## config.mk

```make
export PLATFORM = sky130hd
export DESIGN_NAME = alu_rr_arbiter
export DESIGN_NICKNAME = d
export VERILOG_FILES = /design/src/rtl/alu_rr_arbiter.sv
export SDC_FILE = /design/constraint.sdc
export NUM_CORES = 1
export LEC_CHECK = 0
export BUFFER_PORTS_ARGS = -buffer_cell sky130_fd_sc_hd__buf_2
export CAP_MARGIN = 20
export CORE_MARGIN = 2
export CORE_UTILIZATION = 43
export DETAILED_ROUTE_END_ITERATION = 7
export GPL_TIMING_DRIVEN = 0
export PLACE_DENSITY = 0.8
export REMOVE_ABC_BUFFERS = 1
export SYNTH_ARGS = -nofsm -noshare
export SYNTH_HDL_FRONTEND = slang
export SYNTH_SLANG_ARGS = --single-unit
```

## constraint.sdc

```tcl
create_clock -name clk -period 2.2 [get_ports clk]
set_clock_uncertainty 0.1 [all_clocks]
set_input_delay 0.44 -clock clk [delete_from_list [all_inputs] [get_ports clk]]
set_output_delay 0.44 -clock clk [all_outputs]
set_load 0.1 [all_outputs]
```

## src/rtl/alu_rr_arbiter.sv

```systemverilog
// Round-robin arbiter sharing one combinational ALU between two requesters through an issue/result pipeline.
// Define ALU_ARB_PERF_CNT_EN to add saturating per-requester grant counters (gnt_cnt0/gnt_cnt1).
module alu_rr_arbiter #(
  parameter int W   = 16,
  parameter int OPW = 4
) (
  input  logic           clk,
  input  logic           rst,
  input  logic           req0_valid,
  output logic           req0_ready,
  input  logic [OPW-1:0] req0_op,
  input  logic [W-1:0]   req0_x,
  input  logic [W-1:0]   req0_y,
  output logic           rsp0_valid,
  input  logic           rsp0_ready,
  output logic [W-1:0]   rsp0_z,
  input  logic           req1_valid,
  output logic           req1_ready,
  input  logic [OPW-1:0] req1_op,
  input  logic [W-1:0]   req1_x,
  input  logic [W-1:0]   req1_y,
  output logic           rsp1_valid,
  input  logic           rsp1_ready,
  output logic [W-1:0]   rsp1_z,
  output logic [W-1:0]   alu_x,
  output logic [W-1:0]   alu_y,
  output logic [OPW-1:0] alu_op,
  input  logic [W-1:0]   alu_z
`ifdef ALU_ARB_PERF_CNT_EN
  ,
  output logic [15:0]    gnt_cnt0,
  output logic [15:0]    gnt_cnt1
`endif
);

  logic           r_a_valid;
  logic           r_a_id;
  logic [OPW-1:0] r_a_op;
  logic [W-1:0]   r_a_x;
  logic [W-1:0]   r_a_y;
  logic           r_b_valid;
  logic           r_b_id;
  logic [W-1:0]   r_b_z;
  logic           r_ptr;

  logic w_rsp_fire;
  logic w_b_adv;
  logic w_a_free;
  logic w_gnt0;
  logic w_gnt1;

  always_comb begin
    w_rsp_fire = r_b_valid && (r_b_id ? rsp1_ready : rsp0_ready);
    w_b_adv    = r_a_valid && (!r_b_valid || w_rsp_fire);
    w_a_free   = !r_a_valid || w_b_adv;
    // Pointer only breaks ties; a lone valid requester always wins.
    w_gnt0     = w_a_free && req0_valid && (!req1_valid || !r_ptr);
    w_gnt1     = w_a_free && req1_valid && (!req0_valid ||  r_ptr);
  end

  assign req0_ready = w_gnt0;
  assign req1_ready = w_gnt1;

  assign alu_x  = r_a_x;
  assign alu_y  = r_a_y;
  assign alu_op = r_a_op;

  assign rsp0_valid = r_b_valid && !r_b_id;
  assign rsp1_valid = r_b_valid &&  r_b_id;
  assign rsp0_z     = r_b_z;
  assign rsp1_z     = r_b_z;

  always_ff @(posedge clk) begin
    if (rst) begin
      r_a_valid <= 1'b0;
      r_a_id    <= 1'b0;
      r_a_op    <= '0;
      r_a_x     <= '0;
      r_a_y     <= '0;
      r_b_valid <= 1'b0;
      r_b_id    <= 1'b0;
      r_b_z     <= '0;
      r_ptr     <= 1'b0;
    end else begin
      // Operand registers load only on grant so the ALU inputs hold while idle.
      if (w_gnt0 || w_gnt1) begin
        r_a_valid <= 1'b1;
        r_a_id    <= w_gnt1;
        r_a_op    <= w_gnt1 ? req1_op : req0_op;
        r_a_x     <= w_gnt1 ? req1_x  : req0_x;
        r_a_y     <= w_gnt1 ? req1_y  : req0_y;
        r_ptr     <= w_gnt0;
      end else if (w_a_free) begin
        r_a_valid <= 1'b0;
      end

      if (w_b_adv) begin
        r_b_valid <= 1'b1;
        r_b_id    <= r_a_id;
        r_b_z     <= alu_z;
      end else if (w_rsp_fire) begin
        r_b_valid <= 1'b0;
      end
    end
  end

`ifdef ALU_ARB_PERF_CNT_EN
  logic [15:0] r_cnt0;
  logic [15:0] r_cnt1;

  always_ff @(posedge clk) begin
    if (rst) begin
      r_cnt0 <= '0;
      r_cnt1 <= '0;
    end else begin
      if (w_gnt0 && r_cnt0 != 16'hFFFF) r_cnt0 <= r_cnt0 + 16'd1;
      if (w_gnt1 && r_cnt1 != 16'hFFFF) r_cnt1 <= r_cnt1 + 16'd1;
    end
  end

  assign gnt_cnt0 = r_cnt0;
  assign gnt_cnt1 = r_cnt1;
`endif

endmodule

```

==> qor.yml <==
status:
  status: "finished clean"
timing:
  tightest_slew_ns: 0.801
  drv_slew: 0
  slew_headroom_pct: 46.4
  hold_viol: 0
  rsz0062_at_grt: "false"
  final.period_utilization_pct: 95.6
  timing.final.ws_setup_ns: 0.0966
  fin_crit_ns: 2.10
  tns_ns: 0
  setup_viol: 0
  clock.fmax_mhz: 475
clocking:
  cts_root_buf: "clkbuf_8"
  insertion_delay_ns: 0.33
  htreeDepth: 3
  cts_hold_buf: 0
  cts_buffer_depth: 2
  clk_pin_slew_ns: 0.06
  cts_buffers: 9
  cts_sinks: 57
  cts_tree: "built"
logic_synthesis:
  seq_area_frac_synth_pct: 41.4
  synthArstFlopShare_pct: 0
  ys_warn_count: 0
  synth.most_common_cell: "nand2_1"
  ys_top_cells_by_area: "dfxtp_1, a311oi_2, nand2_1"
  synth_common_cells: "nand2_1, dfxtp_1, nor2_1"
  yosysUniqueCellTypes: 22
  yosysTopAreaCellShare_pct: 41.4
  synth_area_mm2: 0.00276
  synthCells: 319
  synth-seq-cells: 57
  synth.avg_cell_area_um2: 8.65
  synth_flop_cell: "dfxtp_1"
  synth_edf_count: 0
  yosys.area.top_type: "dfxtp_1"
power:
  vdd_drop_max_mv: 0.552
  cellLeakagePower_uw: 0.00184
  total_power_uw: 3410
  p_per_area_mw_per_mm2: 888
job:
  cap_violations: 0
floorplan:
  die_h_um: 84.1
  io_pins: 166
  coreArea_mm2: 0.00628
  dieArea_mm2: 0.00707
  fp-row-count: 29
  die_width_um: 84.1
  start_util_pct: 44.0
critical_path:
  arrival_ns: 1.56
  required_ns: 1.66
  crit_chain: "mux2i_4 > nand3_1 > nor2b_1 > buf_6"
  critical_path_class: "reg2out"
  start_kind: "flip-flop"
  path_max_fanout: 5
  slowest_delay_ns: 0.40
  crit_path_end_kind: "output pin"
  slowest_stage: "dfxtp_2"
layout:
  drive_gt1_share_pct: 50.0
  nets: 556
  fill_cells: 536
  area_growth_pct: 39.2
  fin_util_pct: 61.2
  antennaDiodeCount: 0
global_routing:
  grt_max_degree: 42
  antenna_found_initial: 0
  grt_pass1_wl_um: 12200
  gr-usage-all-layers_pct: 21.3
  overflow: 0
  grt_pass1_vias: 2702
detailed_routing:
  vias: 2800
  antenna_violating_nets_post_route: 0
  drtIter0Drc: 56
  drc_errors: 0
  first_pass_iters: 4
  wl_per_cell_um: 13.8
  wirelength_um: 7490
  vias_per_cell: 5.16
placement:
  dp_hpwl_um: 5390
  place_ws_ns: -0.810
  place_congestion: 0.815
  place.port_buffers: 165
min_path:
  min_path_type: "in2reg"
state kept, by name, indices dropped and copies added (netlist names):
signal / flops
r_a_valid: 1
r_ptr: 1
alu_y: 16
r_b_valid: 1
alu_op: 4
rsp0_z: 16
r_a_id: 1
r_b_id: 1
alu_x: 16
critical path, delay by kind of cell (launching register included):
kind,cells,cell delay [ns]
flip-flops,1,0.40
AND/OR/NAND/NOR,2,0.40
buffers and inverters,1,0.18
multiplexers,1,0.25
layout by cell type, fill, tap and decap left out, types with 2 or more instances in the layout:
cell	instances
buf_6	2
a311oi_1	3
dfxtp_1	56
nor2_1	40
buf_16	4
clkbuf_8	11
clkinv_2	2
buf_2	162
o21ai_2	2
nand3_1	37
a311oi_2	34
a21oi_1	21
buf_4	6
nand2_1	71
through the flow:
step / instances / area (µm²) / hold slack [ns]
3_5_place_dp: 522 / 3540 / 0.359
5_1_grt: 543 / 3840 / 0.239
2_1_floorplan: 275 / 2490 / 0.325
4_1_cts: 540 / 3810 / 0.230
6_report: 543 / 3840 / 0.248
3_3_place_gp: 517 / 3410 / 0.344
final timing paths:
| check | from | end | slack [ns] | depth (start not counted) |
|---|---|---|---|---|
| max | r_b_id$_SDFFE_PP0P_ | req1_ready | 0.1 | 4 |
| min reg2reg | rsp0_z[15]$_SDFFE_PP0P_ | rsp0_z[15]$_SDFFE_PP0P_ | 0.36 | 2 |
| min | alu_z[8] | rsp0_z[8]$_SDFFE_PP0P_ | 0.25 | 3 |
| max reg2reg | r_b_id$_SDFFE_PP0P_ | alu_x[8]$_SDFFE_PP0P_ | 0.22 | 6 |
layer usage:
metal	wire length (µm)	vias to the layer above	global-route usage [%]
met4	150	0	9.24
li1	-	1391	-
met5	0	-	0
met2	3700	118	37.2
met3	517	13	5.24
met1	3110	1278	24.6
power by group:
group          switching, µW  leakage, µW  internal [µW]
logic                    997      0.00127            279
clock network            391     0.000102            575
registers               51.9     0.000473           1120
timing repair:
action | CTS | global route
pin swaps | 1 | 0
buffers inserted | 2 | 3
gates cloned | 1 | 0
setup endpoints to repair | 38 | 2
gates resized for setup | 13 | 2
final cells by class:
class | count | area (µm²) | area share (%)
clock buffers | 12 | 155 | 4.04
clock inverters | 3 | 40.0 | 1.04
inverters | 1 | 3.75 | 0.0977
multi-input cells | 218 | 1400 | 36.3
flip-flops and latches | 57 | 1140 | 29.7
well taps | 77 | 96.3 | 2.51
repair buffers | 175 | 1010 | 26.3
logic make-up (layout without fill, tap and decap cells):
| group | count (synthesis) | after routing | share of synthesized area (%) |
|---|---|---|---|
| flip-flops | 57 | 57 | 41.4 |
| AND/OR/NAND/NOR | 152 | 152 | 22.6 |
| AO/OA/AOI/OAI | 63 | 64 | 25.3 |
| buffers and inverters | 45 | 191 | 9.98 |
| multiplexers | 2 | 2 | 0.771 |
Note: power is estimated with default switching activity, not from simulation.
